===== src/rtl/csr_access_sequencer_if.sv =====
// CSR read/write port between the access sequencer (master) and the
// CSR register-file responder (slave). Read and write strobes share one
// fault return line; the responder answers one cycle after either strobe.
interface csr_access_sequencer_if #(
    parameter int XLEN          = 32,
    parameter int CSR_ADDR_BITS = 12
);
    logic                     csr_read_enable;
    logic [CSR_ADDR_BITS-1:0] csr_read_addr;
    logic                     csr_read_en_in;
    logic [XLEN-1:0]          csr_read_data_in;
    logic                     csr_fault_in;
    logic                     csr_write_enable;
    logic [CSR_ADDR_BITS-1:0] csr_write_addr;
    logic [XLEN-1:0]          csr_write_data;

    modport master (
        output csr_read_enable,
        output csr_read_addr,
        input  csr_read_en_in,
        input  csr_read_data_in,
        input  csr_fault_in,
        output csr_write_enable,
        output csr_write_addr,
        output csr_write_data
    );

    modport slave (
        input  csr_read_enable,
        input  csr_read_addr,
        output csr_read_en_in,
        output csr_read_data_in,
        output csr_fault_in,
        input  csr_write_enable,
        input  csr_write_addr,
        input  csr_write_data
    );
endinterface


===== src/rtl/csr_access_sequencer.sv =====
// Zicsr read-modify-write sequencer. Accepts one CSRRW/RS/RC (register or
// immediate form) from execute, reads the old CSR value, issues the merged
// write, checks the responder's fault flag and returns the old value for rd.
// All outputs are registered and computed together with the next state, so
// each strobe/pulse is visible in exactly the cycle its state is occupied.
module csr_access_sequencer #(
    parameter int XLEN          = 32,
    parameter int CSR_ADDR_BITS = 12,
    parameter int RD_TIMEOUT    = 15
) (
    input  logic                     clk,
    input  logic                     sync_reset,
    input  logic                     start,
    input  logic [2:0]               funct3,
    input  logic [CSR_ADDR_BITS-1:0] csr_addr,
    input  logic [XLEN-1:0]          rs1_value,
    input  logic [4:0]               rs1_field,
    input  logic [4:0]               rd_index,
    output logic                     busy,
    output logic                     done,
    output logic                     illegal,
    output logic                     rd_we,
    output logic [4:0]               rd_index_out,
    output logic [XLEN-1:0]          rd_data,
    csr_access_sequencer_if.master   csr_bus
);

    typedef enum logic [2:0] {
        S_IDLE,
        S_RD,
        S_RWAIT,
        S_WR,
        S_WCHK,
        S_DONE
    } state_t;

    // Last RWAIT count that may still see a response; one more wait cycle
    // and the read is declared lost.
    localparam logic [3:0] TIMEOUT_LAST = 4'(RD_TIMEOUT);

    state_t                   state_q;
    logic [1:0]               op_q;        // 01 write, 10 set, 11 clear
    logic [CSR_ADDR_BITS-1:0] addr_q;
    logic [XLEN-1:0]          src_q;
    logic [XLEN-1:0]          old_q;       // stays 0 when the read is skipped
    logic                     rs1_zero_q;
    logic [3:0]               wait_cnt_q;

    logic                     busy_q;
    logic                     done_q;
    logic                     illegal_q;
    logic                     rd_we_q;
    logic [4:0]               rd_index_q;
    logic [XLEN-1:0]          rd_data_q;
    logic                     rd_en_q;
    logic [CSR_ADDR_BITS-1:0] rd_addr_q;
    logic                     wr_en_q;
    logic [CSR_ADDR_BITS-1:0] wr_addr_q;
    logic [XLEN-1:0]          wr_data_q;

    logic [XLEN-1:0]          src_d;

    // Immediate forms use the zero-extended uimm in the rs1 field.
    assign src_d = funct3[2] ? {{(XLEN-5){1'b0}}, rs1_field} : rs1_value;

    function automatic logic [XLEN-1:0] merge_wdata(
        input logic [1:0]      op,
        input logic [XLEN-1:0] old_v,
        input logic [XLEN-1:0] src_v
    );
        case (op)
            2'b10:   merge_wdata = old_v | src_v;
            2'b11:   merge_wdata = old_v & ~src_v;
            default: merge_wdata = src_v;
        endcase
    endfunction

    // Sequencer FSM with registered strobes, completion pulse and result.
    always_ff @(posedge clk) begin
        if (sync_reset) begin
            state_q      <= S_IDLE;
            op_q         <= '0;
            addr_q       <= '0;
            src_q        <= '0;
            old_q        <= '0;
            rs1_zero_q   <= 1'b0;
            wait_cnt_q   <= '0;
            busy_q       <= 1'b0;
            done_q       <= 1'b0;
            illegal_q    <= 1'b0;
            rd_we_q      <= 1'b0;
            rd_index_q   <= '0;
            rd_data_q    <= '0;
            rd_en_q      <= 1'b0;
            rd_addr_q    <= '0;
            wr_en_q      <= 1'b0;
            wr_addr_q    <= '0;
            wr_data_q    <= '0;
        end else begin
            // Pulses and done-qualified results default low every cycle.
            done_q    <= 1'b0;
            illegal_q <= 1'b0;
            rd_we_q   <= 1'b0;
            rd_data_q <= '0;
            rd_en_q   <= 1'b0;
            rd_addr_q <= '0;
            wr_en_q   <= 1'b0;
            wr_addr_q <= '0;
            wr_data_q <= '0;

            case (state_q)
                S_IDLE: begin
                    if (start) begin
                        op_q       <= funct3[1:0];
                        addr_q     <= csr_addr;
                        src_q      <= src_d;
                        old_q      <= '0;
                        rs1_zero_q <= (rs1_field == 5'd0);
                        rd_index_q <= rd_index;
                        wait_cnt_q <= '0;
                        busy_q     <= 1'b1;
                        if (funct3[1:0] == 2'b00) begin
                            // Reserved encodings fault without touching the CSR.
                            state_q   <= S_DONE;
                            done_q    <= 1'b1;
                            illegal_q <= 1'b1;
                        end else if (funct3[1:0] == 2'b01 && rd_index == 5'd0) begin
                            // Write with rd=x0 must not have read side effects.
                            state_q   <= S_WR;
                            wr_en_q   <= 1'b1;
                            wr_addr_q <= csr_addr;
                            wr_data_q <= src_d;
                        end else begin
                            state_q   <= S_RD;
                            rd_en_q   <= 1'b1;
                            rd_addr_q <= csr_addr;
                        end
                    end
                end

                S_RD: begin
                    state_q    <= S_RWAIT;
                    wait_cnt_q <= '0;
                end

                S_RWAIT: begin
                    if (csr_bus.csr_fault_in) begin
                        // Fault takes precedence over a simultaneous response.
                        state_q   <= S_DONE;
                        done_q    <= 1'b1;
                        illegal_q <= 1'b1;
                        rd_data_q <= old_q;
                    end else if (csr_bus.csr_read_en_in) begin
                        old_q <= csr_bus.csr_read_data_in;
                        if (op_q[1] && rs1_zero_q) begin
                            // Set/clear with a zero operand is a pure read.
                            state_q   <= S_DONE;
                            done_q    <= 1'b1;
                            rd_we_q   <= (rd_index_q != 5'd0);
                            rd_data_q <= csr_bus.csr_read_data_in;
                        end else begin
                            state_q   <= S_WR;
                            wr_en_q   <= 1'b1;
                            wr_addr_q <= addr_q;
                            wr_data_q <= merge_wdata(op_q, csr_bus.csr_read_data_in, src_q);
                        end
                    end else if (wait_cnt_q == TIMEOUT_LAST) begin
                        state_q   <= S_DONE;
                        done_q    <= 1'b1;
                        illegal_q <= 1'b1;
                        rd_data_q <= old_q;
                    end else begin
                        wait_cnt_q <= wait_cnt_q + 4'd1;
                    end
                end

                S_WR: begin
                    state_q <= S_WCHK;
                end

                S_WCHK: begin
                    // The responder flags a rejected write one cycle after the strobe.
                    state_q   <= S_DONE;
                    done_q    <= 1'b1;
                    illegal_q <= csr_bus.csr_fault_in;
                    rd_we_q   <= ~csr_bus.csr_fault_in & (rd_index_q != 5'd0);
                    rd_data_q <= old_q;
                end

                S_DONE: begin
                    // start is deliberately not sampled here.
                    state_q <= S_IDLE;
                    busy_q  <= 1'b0;
                end

                default: begin
                    state_q <= S_IDLE;
                    busy_q  <= 1'b0;
                end
            endcase
        end
    end

    assign busy         = busy_q;
    assign done         = done_q;
    assign illegal      = illegal_q;
    assign rd_we        = rd_we_q;
    assign rd_index_out = rd_index_q;
    assign rd_data      = rd_data_q;

    assign csr_bus.csr_read_enable  = rd_en_q;
    assign csr_bus.csr_read_addr    = rd_addr_q;
    assign csr_bus.csr_write_enable = wr_en_q;
    assign csr_bus.csr_write_addr   = wr_addr_q;
    assign csr_bus.csr_write_data   = wr_data_q;

endmodule


===== src/flat_wrapper.sv =====
// flat-port wrapper written by rule: the top's interface ports become plain ports
module csr_access_sequencer_flat 
#(
    parameter int XLEN          = 32,
    parameter int CSR_ADDR_BITS = 12,
    parameter int RD_TIMEOUT    = 15
)
  (clk, sync_reset, start, funct3, csr_addr, rs1_value, rs1_field, rd_index, busy, done, illegal, rd_we, rd_index_out, rd_data, csr_bus_csr_read_enable, csr_bus_csr_read_addr, csr_bus_csr_read_en_in, csr_bus_csr_read_data_in, csr_bus_csr_fault_in, csr_bus_csr_write_enable, csr_bus_csr_write_addr, csr_bus_csr_write_data);
  csr_access_sequencer_if #(.XLEN(XLEN), .CSR_ADDR_BITS(CSR_ADDR_BITS)) csr_bus_i ();
  input  logic clk;
  input  logic sync_reset;
  input  logic start;
  input  logic [2:0] funct3;
  input  logic [CSR_ADDR_BITS-1:0] csr_addr;
  input  logic [XLEN-1:0] rs1_value;
  input  logic [4:0] rs1_field;
  input  logic [4:0] rd_index;
  output logic busy;
  output logic done;
  output logic illegal;
  output logic rd_we;
  output logic [4:0] rd_index_out;
  output logic [XLEN-1:0] rd_data;
  output wire logic [$bits(csr_bus_i.csr_read_enable)-1:0] csr_bus_csr_read_enable;
  output wire logic [$bits(csr_bus_i.csr_read_addr)-1:0] csr_bus_csr_read_addr;
  input wire logic [$bits(csr_bus_i.csr_read_en_in)-1:0] csr_bus_csr_read_en_in;
  input wire logic [$bits(csr_bus_i.csr_read_data_in)-1:0] csr_bus_csr_read_data_in;
  input wire logic [$bits(csr_bus_i.csr_fault_in)-1:0] csr_bus_csr_fault_in;
  output wire logic [$bits(csr_bus_i.csr_write_enable)-1:0] csr_bus_csr_write_enable;
  output wire logic [$bits(csr_bus_i.csr_write_addr)-1:0] csr_bus_csr_write_addr;
  output wire logic [$bits(csr_bus_i.csr_write_data)-1:0] csr_bus_csr_write_data;
  assign csr_bus_csr_read_enable = csr_bus_i.csr_read_enable;
  assign csr_bus_csr_read_addr = csr_bus_i.csr_read_addr;
  assign csr_bus_i.csr_read_en_in = csr_bus_csr_read_en_in;
  assign csr_bus_i.csr_read_data_in = csr_bus_csr_read_data_in;
  assign csr_bus_i.csr_fault_in = csr_bus_csr_fault_in;
  assign csr_bus_csr_write_enable = csr_bus_i.csr_write_enable;
  assign csr_bus_csr_write_addr = csr_bus_i.csr_write_addr;
  assign csr_bus_csr_write_data = csr_bus_i.csr_write_data;
  csr_access_sequencer #(.XLEN(XLEN), .CSR_ADDR_BITS(CSR_ADDR_BITS), .RD_TIMEOUT(RD_TIMEOUT)) u_core (.clk(clk), .sync_reset(sync_reset), .start(start), .funct3(funct3), .csr_addr(csr_addr), .rs1_value(rs1_value), .rs1_field(rs1_field), .rd_index(rd_index), .busy(busy), .done(done), .illegal(illegal), .rd_we(rd_we), .rd_index_out(rd_index_out), .rd_data(rd_data), .csr_bus(csr_bus_i));
endmodule

===== config.mk =====
export PLATFORM = sky130hd
export DESIGN_NAME = csr_access_sequencer_flat
export DESIGN_NICKNAME = d
export VERILOG_FILES = /design/src/rtl/csr_access_sequencer_if.sv /design/src/rtl/csr_access_sequencer.sv /design/src/flat_wrapper.sv
export SDC_FILE = /design/constraint.sdc
export NUM_CORES = 1
export LEC_CHECK = 0
export ABC_CLOCK_PERIOD_IN_PS = 3300
export BUFFER_PORTS_ARGS = -buffer_cell sky130_fd_sc_hd__buf_4
export CELL_PAD_IN_SITES_DETAIL_PLACEMENT = 0
export CELL_PAD_IN_SITES_GLOBAL_PLACEMENT = 1
export CORE_MARGIN = 2
export CORE_UTILIZATION = 41
export CTS_BUF_LIST = sky130_fd_sc_hd__clkbuf_8 sky130_fd_sc_hd__clkbuf_16
export CTS_CLUSTER_SIZE = 30
export DETAILED_ROUTE_END_ITERATION = 10
export GPL_TIMING_DRIVEN = 0
export PLACE_DENSITY = 0.9
export SETUP_SLACK_MARGIN = 0.4
export SLEW_MARGIN = 30
export SYNTH_ARGS = -nofsm -noshare
export SYNTH_HDL_FRONTEND = slang
export SYNTH_SLANG_ARGS = --single-unit

===== constraint.sdc =====
create_clock -name clk -period 3.3 [get_ports clk]
set_input_delay 0.165 -clock clk [delete_from_list [all_inputs] [get_ports clk]]
set_output_delay 0.165 -clock clk [all_outputs]
set_load 0.01 [all_outputs]

==> summary.md, run 1 <==
The maximum single-stage delay on the critical path works out to 0.49 ns. The post-synthesis sequential element count was 185. The run finished with clean final reports. The average footprint of a synthesized cell was 8.621 sq um; the number of antenna cells inserted was 0. The core utilization of the finished layout was 0.5903.

Met3 capacity usage during global routing: 0.05030. The startpoint-to-endpoint class of the critical path was flop to flop. The first-pass GRT wire length was 33900 microns; the worst supply voltage drop on vdd was 378.3 uV.

The worst slew slack as a fraction of its limit is 0.5751, and the count of TritonRoute iterations in the first routing pass is 5. Leading cell type in the layout, fill and taps excluded: sky130_fd_sc_hd__buf_4. The run gives 0 as the number of warnings reported in the yosys synthesis log.

The register clock-pin slew on the reported worst setup and hold paths is 0.07 ns, and the count of flip-flops with a built-in enable after synthesis is 0. The number of maximum-capacitance violations is 0. For this run, design rule violations remaining after detail routing come to 0. Sum of net half-perimeters after detailed placement: 15540 microns. From synthesis to final layout, the design area changed by 39.97%. The ratio of cells with drive above 1 in the final layout works out to 0.2403. For the post-synth net total, the log shows 912. Traced cell by cell, the critical path runs through clkbuf_1 > nor2b_1 > a221oi_1 > nor2_1 > clkbuf_1 > a22o_1. The largest driver fanout on the critical path came out at 10.

The clock period could shrink to 2.377 ns. Along the worst hold path, the cell count comes to 3. The highest-utilization routing layer at the global route stage is met2. The CTS buffer count is 17. For the final hold slack, the log shows 0.01108 ns. The library cell used as clock root buffer is sky130_fd_sc_hd__clkbuf_16. The run gives 0.43 ns as the clock latency at the later pin of the worst-skew pair. Across the routed clock network, the largest skew measured is 0.006349 ns. At the pin with the least slew margin, the transition time is 0.6373 ns. The run gives 2.74 ns as the arrival time at the worst endpoint. The most area-hungry cell type in the Yosys netlist was sky130_fd_sc_hd__dfxtp_1. The worst path required time came out at 3.66 ns. The slowest stage of the critical path belongs to the cell sky130_fd_sc_hd__clkbuf_1.

In the final layout, the multi-input gates occupy 3015 sq um. The logs give 1170 for the number of nets in the final layout and 3704 sq um for the footprint of the flip-flops and latches. The H-tree depth is 4, and the total via count in the routed design is 6821. After detailed routing, the number of vias per cell comes to 5.223. STA classifies the critical path endpoint as a flop. Synthesis produced 817 cells.

The number of global-route vias before repair is 6454. For the number of rows in the core area, the log shows 47. Measured along the x axis, the die boundary spans 135.1 microns.

The logs give 0 for the final setup violation count and 3.979 nW for the leakage power of the design. Buffers added to address setup during post-CTS repair amount to 0. The floorplan step defined a die boundary enclosing 18240 sq um. The cell area after synthesis was 7043 sq um; the total wirelength of the detailed-routed design was 21790 microns. Global routing finished with a remaining overflow of 0.

The met1 layer usage reported by global route was 0.3093; the number of distinct library cells after synthesis was 44. The largest net degree at the start of global routing was 17; the maximum count of clock buffers along a single path was 2. The global router's overall resource usage is 0.2387.

Fill cells in the final layout number 1549. TritonCTS built the clock tree. For the final routed database, the setup TNS stands at 0 ns.

Yosys attributes the largest share of cell area to sky130_fd_sc_hd__dfxtp_1 53%, sky130_fd_sc_hd__a21oi_1 11%, sky130_fd_sc_hd__nand2_1 7.5%. The total count of max-transition violations in the final report was 0. In this run the vertical extent of the chip is 135.1 microns. For this design the top-level I/O count stands at 193.

Timing would allow up to 420.6 MHz. CTS saw 185 sinks. The run gives 0.5258 as the sequential area share after synthesis. The region available for standard cell placement spans 16700 sq um.

For the met2 track utilization from global routing, the log shows 0.3940. The portion of the clock cycle consumed by the worst path in the final layout is 0.7204. The average routed wire per standard cell came out at 16.69 microns.

Number of endpoints with negative hold slack in the final report: 0. In the layout the commonest cells are 192 x sky130_fd_sc_hd__buf_4, 185 x sky130_fd_sc_hd__dfxtp_1, 155 x sky130_fd_sc_hd__a21oi_1. By instance count, the cell type seen most on the critical path is sky130_fd_sc_hd__clkbuf_1. The class of the tightest hold or removal check was input port to flop.

Setup repair after global routing left no endpoint under its margin. For this design the ratio of total power to cell area is 524.6 nW/um^2. The first routing iteration left 425 violations. Buffers placed on the I/O ports in this run total 192. For the weighted congestion at the end of routability-driven global placement, the log shows 0.8431. Share of Yosys cell area claimed by the top area cell type: 0.5258. The top flip-flop cell by instance count after synthesis was sky130_fd_sc_hd__dfxtp_1. Measured in cells, the most critical reg-to-reg path has a length of 6. Starting utilization of the core area: 0.4217. The logs give 0 for the number of antenna violations at the first check in global routing and 0 for the final antenna-violating net count. STA classifies the critical path startpoint as a flop.

Async set-or-reset flop fraction in the synthesized netlist: 0.
==> critical path: cells and delay by family, from the launching register on <==
kind / cells / cell delay [ns]
compound gates: 2 / 0.38
buf+inv: 2 / 0.84
simple gates: 2 / 0.73
flops: 1 / 0.35
==> state kept, by name (all words and copies together), names as in the netlist <==
signal                           cells
u_core.addr_q                       12
u_core.busy                          1
u_core.csr_bus.csr_read_addr        12
u_core.csr_bus.csr_read_enable       1
u_core.csr_bus.csr_write_addr       12
u_core.csr_bus.csr_write_data       32
u_core.csr_bus.csr_write_enable      1
u_core.done                          1
u_core.illegal                       1
u_core.old_q                        32
u_core.op_q                          2
u_core.rd_data                      32
u_core.rd_index_out                  5
u_core.rd_we                         1
u_core.rs1_zero_q                    1
u_core.src_q                        32
u_core.state_q                       3
u_core.wait_cnt_q                    4
==> timing repair <==
| item | CTS | global route |
|---|---|---|
| hold buffers | 47 | 0 |
| endpoints found under the hold margin | 68 | 0 |
| gates resized for setup | 0 | 0 |
==> layer usage <==
layer  vias to the layer above  part of all wire
met5                         -                 0
met4                         0             0.022
met3                        34             0.068
met2                       226              0.47
met1                      3207              0.44
li1                       3354                 -
==> where the power goes <==
part           switching [W]  internal (W)
Combinational       0.000386      0.000257
Sequential         0.0000361       0.00230
Clock               0.000862       0.00133
==> stage by stage <==
step / total power, W / worst slack [ns] / cells / instance area (sq um)
final: 0.005171 / 0.9227 / 1306 / 9858
after detailed placement: 0.002975 / 0.9781 / 1229 / 8760
after CTS: 0.005193 / 0.9411 / 1306 / 9858
after global routing: 0.005350 / 0.7660 / 1306 / 9858
after floorplan: 0.002705 / 1.540 / 817 / 7043
after global placement: 0.002972 / 0.9840 / 1229 / 8760
==> cells by family (layout without fill, tap and decap cells) <==
group,Yosys count,after routing,share of synthesized area
compound gates,255,255,0.2233
fa+ha+maj,1,1,0.001776
mux,6,6,0.009415
flops,185,185,0.5258
buf+inv,71,340,0.04601
simple gates,299,299,0.1936
==> cell type report <==
cell class | count | area share
plain buffers | 68 | 0.03173
clock buffers | 17 | 0.04315
multi-input cells | 561 | 0.3059
clock inverters | 13 | 0.02056
well taps | 220 | 0.02792
repair buffers | 239 | 0.1939
flip-flops and latches | 185 | 0.3757
inverters | 3 | 0.001142
==> cells in the mapped netlist, types with 3 or more instances <==
cell type                  count
sky130_fd_sc_hd__nor2b_1      31
sky130_fd_sc_hd__mux2_2        5
sky130_fd_sc_hd__nand3_1      33
sky130_fd_sc_hd__inv_1         3
sky130_fd_sc_hd__and2_1       13
sky130_fd_sc_hd__nor2_1       56
sky130_fd_sc_hd__nand2_1     141
sky130_fd_sc_hd__nand2b_1      3
sky130_fd_sc_hd__or2_2         3
sky130_fd_sc_hd__a22oi_1      45
sky130_fd_sc_hd__buf_6         4
sky130_fd_sc_hd__a21oi_1     155
sky130_fd_sc_hd__o31ai_1       4
sky130_fd_sc_hd__clkbuf_1     40
sky130_fd_sc_hd__a22o_1       32
sky130_fd_sc_hd__buf_2        22
sky130_fd_sc_hd__or4_1         3
sky130_fd_sc_hd__o21ai_0       3
sky130_fd_sc_hd__or3_1         3
sky130_fd_sc_hd__dfxtp_1     185
==> final timing paths <==
| check | startpoint | endpoint | slack, ns |
|---|---|---|---|
| worst min-delay path | rd_index[2] | u_core.rd_index_out[2] | 0.01 |
| worst max register to register | u_core.state_q[2] | u_core.rd_data[2] | 0.92 |
| worst min register to register | u_core.old_q[22] | u_core.old_q[22] | 0.45 |
| worst max-delay path | u_core.state_q[2] | u_core.rd_data[2] | 0.92 |
(Power assumes the default switching activity.)
==> run 2, diff against run 1 <==
--- a/config.mk
+++ b/config.mk
@@ -5,17 +5,17 @@
 export SDC_FILE = /design/constraint.sdc
 export NUM_CORES = 1
 export LEC_CHECK = 0
-export ABC_CLOCK_PERIOD_IN_PS = 3300
+export ABC_CLOCK_PERIOD_IN_PS = 2400
 export BUFFER_PORTS_ARGS = -buffer_cell sky130_fd_sc_hd__buf_4
 export CELL_PAD_IN_SITES_DETAIL_PLACEMENT = 0
 export CELL_PAD_IN_SITES_GLOBAL_PLACEMENT = 1
 export CORE_MARGIN = 2
-export CORE_UTILIZATION = 41
+export CORE_UTILIZATION = 38
 export CTS_BUF_LIST = sky130_fd_sc_hd__clkbuf_8 sky130_fd_sc_hd__clkbuf_16
 export CTS_CLUSTER_SIZE = 30
 export DETAILED_ROUTE_END_ITERATION = 10
 export GPL_TIMING_DRIVEN = 0
-export PLACE_DENSITY = 0.9
+export PLACE_DENSITY = 0.85
 export SETUP_SLACK_MARGIN = 0.4
 export SLEW_MARGIN = 30
 export SYNTH_ARGS = -nofsm -noshare
==> constraint.sdc (replaced) <==
create_clock -name clk -period 2.4 [get_ports clk]
set_input_delay 0.12 -clock clk [delete_from_list [all_inputs] [get_ports clk]]
set_output_delay 0.12 -clock clk [all_outputs]
set_load 0.01 [all_outputs]
==> summary.md, run 2 (same netlist as run 1, synthesis figures left out) <==
Combined buffer and inverter count along the critical path: 2 (unchanged). Broken down by cell family, the worst path's largest delay share belongs to simple AND/OR/NAND/NOR gates. The worst setup timing slack at the placement stage was 0.03398 ns (-0.9441 ns). The weighted congestion at the end of routability-driven global placement is 0.8501 (+0.83%).

The leading cell type in the layout, fill and taps excluded is sky130_fd_sc_hd__buf_4. The maximum single-stage delay on the critical path was 0.36 ns (-0.13 ns); the total count of max-transition violations in the final report was 0 (unchanged). For the die footprint, the log shows 19640 sq um (+7.7%). The maximum count of clock buffers along a single path came out at 2 (unchanged). The library cells used most frequently in the layout, excluding fill and tap cells, are 198 x sky130_fd_sc_hd__buf_4, 185 x sky130_fd_sc_hd__dfxtp_1, 154 x sky130_fd_sc_hd__a21oi_1. The clock latency at the later pin of the worst-skew pair is 0.43 ns (about the same). The ratio of cells with drive above 1 in the final layout is 0.2619 (+0.02153). The timing-limited maximum frequency was 515.7 MHz (+23%). The startpoint-to-endpoint class of the critical path was flop to flop.

The number of instances in the placed design was 1238 (+0.73%); the internal power was 0.005160 W (+33%). The sum of net half-perimeters after detailed placement came out at 15850 microns (+2.0%). The power density of the placed cells was 689.1 nW/um^2 (+31%); the clock net sink count was 185 (unchanged).

The total via count in the routed design is 6864 (+0.63%), and the measured slew at the worst slew-check pin is 0.7330 ns (+0.09574 ns). The class of the tightest hold or removal check is input port to flop. The number of DRC markers after the initial detailed-route iteration is 443 (+4.2%), and the horizontal die dimension is 140.1 microns (+3.8%).

The library cell used as clock root buffer was sky130_fd_sc_hd__clkbuf_16. The first-pass GRT wire length is 34580 microns (+2.0%), and the combinational fraction of design power is 0.134 (+0.010). The count of TritonRoute iterations in the first routing pass is 9 (+4), and the number of nets in the final layout is 1180 (+0.85%). The run gives 17 (unchanged) as the largest net degree at the start of global routing. The final antenna-violating net count came out at 0 (unchanged). Setup repair after global routing left no endpoint under its margin. The tools report the number of global-route vias before repair as 6436 (-0.28%).

The total core area was 18090 sq um (+8.3%). The number of ports placed on the die boundary came out at 193 (unchanged). The tools report the total wirelength of the detailed-routed design as 22230 microns (+2.0%). The type of origin of the critical path was a flop. Library cell contributing the largest single delay on the critical path: sky130_fd_sc_hd__dfxtp_1. The run gives 0 (unchanged) as the number of antenna cells inserted. The power share of the sequential group came out at 0.464 (+0.013).

The final worst slack came out at 0.4609 ns (-0.4618 ns). The number of buffer cells added on primary ports was 192 (unchanged); the average routed wire per standard cell was 16.77 microns (+0.52%). For the final setup violation count, the log shows 0 (unchanged). TritonCTS built the clock tree. The layout overhead on the synthesized area works out to 42.62%. The run gives 4.083 nW (+2.6%) as the leakage power of the design. Number of rows in the core area: 49 (+4.3%). STA classifies the critical path endpoint as a flop. The worst supply voltage drop on vdd was 516.4 uV (+36%); the arrival time at the worst endpoint was 2.30 ns (-0.44 ns). Worst slew slack as a fraction of its limit: 0.5113 (-0.06383). The run gives 17 (unchanged) as the CTS buffer count. The via density per instance is 5.180 (-0.81%).

The remaining design rule violation count was 11 (+11). The tools report the worst path required time as 2.76 ns (-0.90 ns). The portion of the clock cycle consumed by the worst path in the final layout works out to 0.8080 (+0.08757). The die span in y works out to 140.1 microns (+3.8%). The tools report the clock group share of total power as 0.402 (-0.023). Sum of overflow across all layers after global routing: 0 (unchanged). The clock period minus worst slack works out to 1.939 ns (-0.4382 ns). The run finished, with violations left. The net switching power figure was 0.001762 W (+37%). The number of antenna violations at the first check in global routing was 0 (unchanged); the proportion of total power due to net switching was 0.2546 (+0.006323). For the final cell count without fillers, the log shows 1325 (+1.5%).

The final reports fail on DRC. For the global router's overall resource usage, the log shows 0.2238 (-0.01490). The critical path goes through clkbuf_2 > nor2b_1 > a221oi_2 > nor2_2 > buf_2 > a22o_1. The run gives 0 ns (unchanged) as the final setup TNS.

The largest driver fanout on the critical path was 10 (unchanged). The logs give 0 (unchanged) for the number of maximum-capacitance violations and 0.01176 ns (+0.005413 ns) for the post-route clock skew. The count of fill cells added during filler insertion is 1713 (+11%), and the H-tree depth is 4 (unchanged). The register clock-pin slew on the reported worst setup and hold paths works out to 0.07 ns (about the same). For the number of endpoints with negative hold slack in the final report, the log shows 0 (unchanged). The starting utilization of the core area came out at 0.3894 (-0.03230).
-- run 2: worst paths after layout --
| check | from | to | slack (ns) | cells past startpoint |
|---|---|---|---|---|
| setup / recovery | u_core.state_q[2] | u_core.rd_data[2] | 0.46 | 6 |
| hold / removal | start | u_core.state_q[1] | 0.02 | 3 |
| setup reg to reg | u_core.state_q[2] | u_core.rd_data[2] | 0.46 | 6 |
| hold reg to reg | u_core.old_q[15] | u_core.old_q[15] | 0.45 | 2 |
-- run 2: per-stage QoR --
step,cell area (sq um),util,hold slack (ns),power (W)
2_1_floorplan,7043,-,0.2115,0.003719
3_3_place_gp,8771,0.4850,0.3471,0.004091
3_5_place_dp,8771,0.4850,0.3488,0.004099
4_1_cts,9952,0.5503,0.006647,0.006955
5_1_grt,10040,0.5554,0.03548,0.007196
6_report,10040,0.5554,0.02452,0.006922
-- run 2: worst reg2reg max path: stages, from the launching register on --
cell	delay, ns
sky130_fd_sc_hd__dfxtp_1	0.36
sky130_fd_sc_hd__clkbuf_2	0.28
sky130_fd_sc_hd__nor2b_1	0.31
sky130_fd_sc_hd__a221oi_2	0.09
sky130_fd_sc_hd__nor2_2	0.30
sky130_fd_sc_hd__buf_2	0.33
sky130_fd_sc_hd__a22o_1	0.21
-- run 2: area by class of cell --
type / count / area, sq um / area share
Clock buffer: 17 / 425.4 / 0.04235
Inverter: 3 / 11.26 / 0.001121
Buffer: 68 / 364.1 / 0.03625
Tap cell: 229 / 286.5 / 0.02853
Clock inverter: 13 / 155.1 / 0.01545
Multi-Input combinational cell: 561 / 3087 / 0.3073
Timing Repair Buffer: 249 / 2012 / 0.2003
Sequential cell: 185 / 3704 / 0.3687
-- run 2: layer usage --
metal  global-route usage  wire, microns  part of all wire  vias to the layer above
met4              0.08612            488             0.022                        0
met3              0.04991           1310             0.059                       35
li1                     -              -                 -                     3375
met5                    0              0                 0                        -
met2               0.3635          10530              0.47                      226
met1               0.2917           9893              0.45                     3228
-- run 2: power groups by stage --
stage | combinational (W) | clock, W | sequential [W]
2_1_floorplan | 0.000440 | 0 | 0.00328
3_3_place_gp | 0.000817 | 0 | 0.00327
3_5_place_dp | 0.000822 | 0 | 0.00328
4_1_cts | 0.000906 | 0.00284 | 0.00321
5_1_grt | 0.00101 | 0.00296 | 0.00322
6_report | 0.000928 | 0.00278 | 0.00321
-- run 2: what timing repair did --
item / 4_1_cts / 5_1_grt
pin swaps: 2 / 3
setup buffers: 3 / 2
setup endpoints to repair: 167 / 161
endpoints found under the hold margin: 108 / 0
gates resized for setup: 21 / 22
hold buffers: 52 / 0
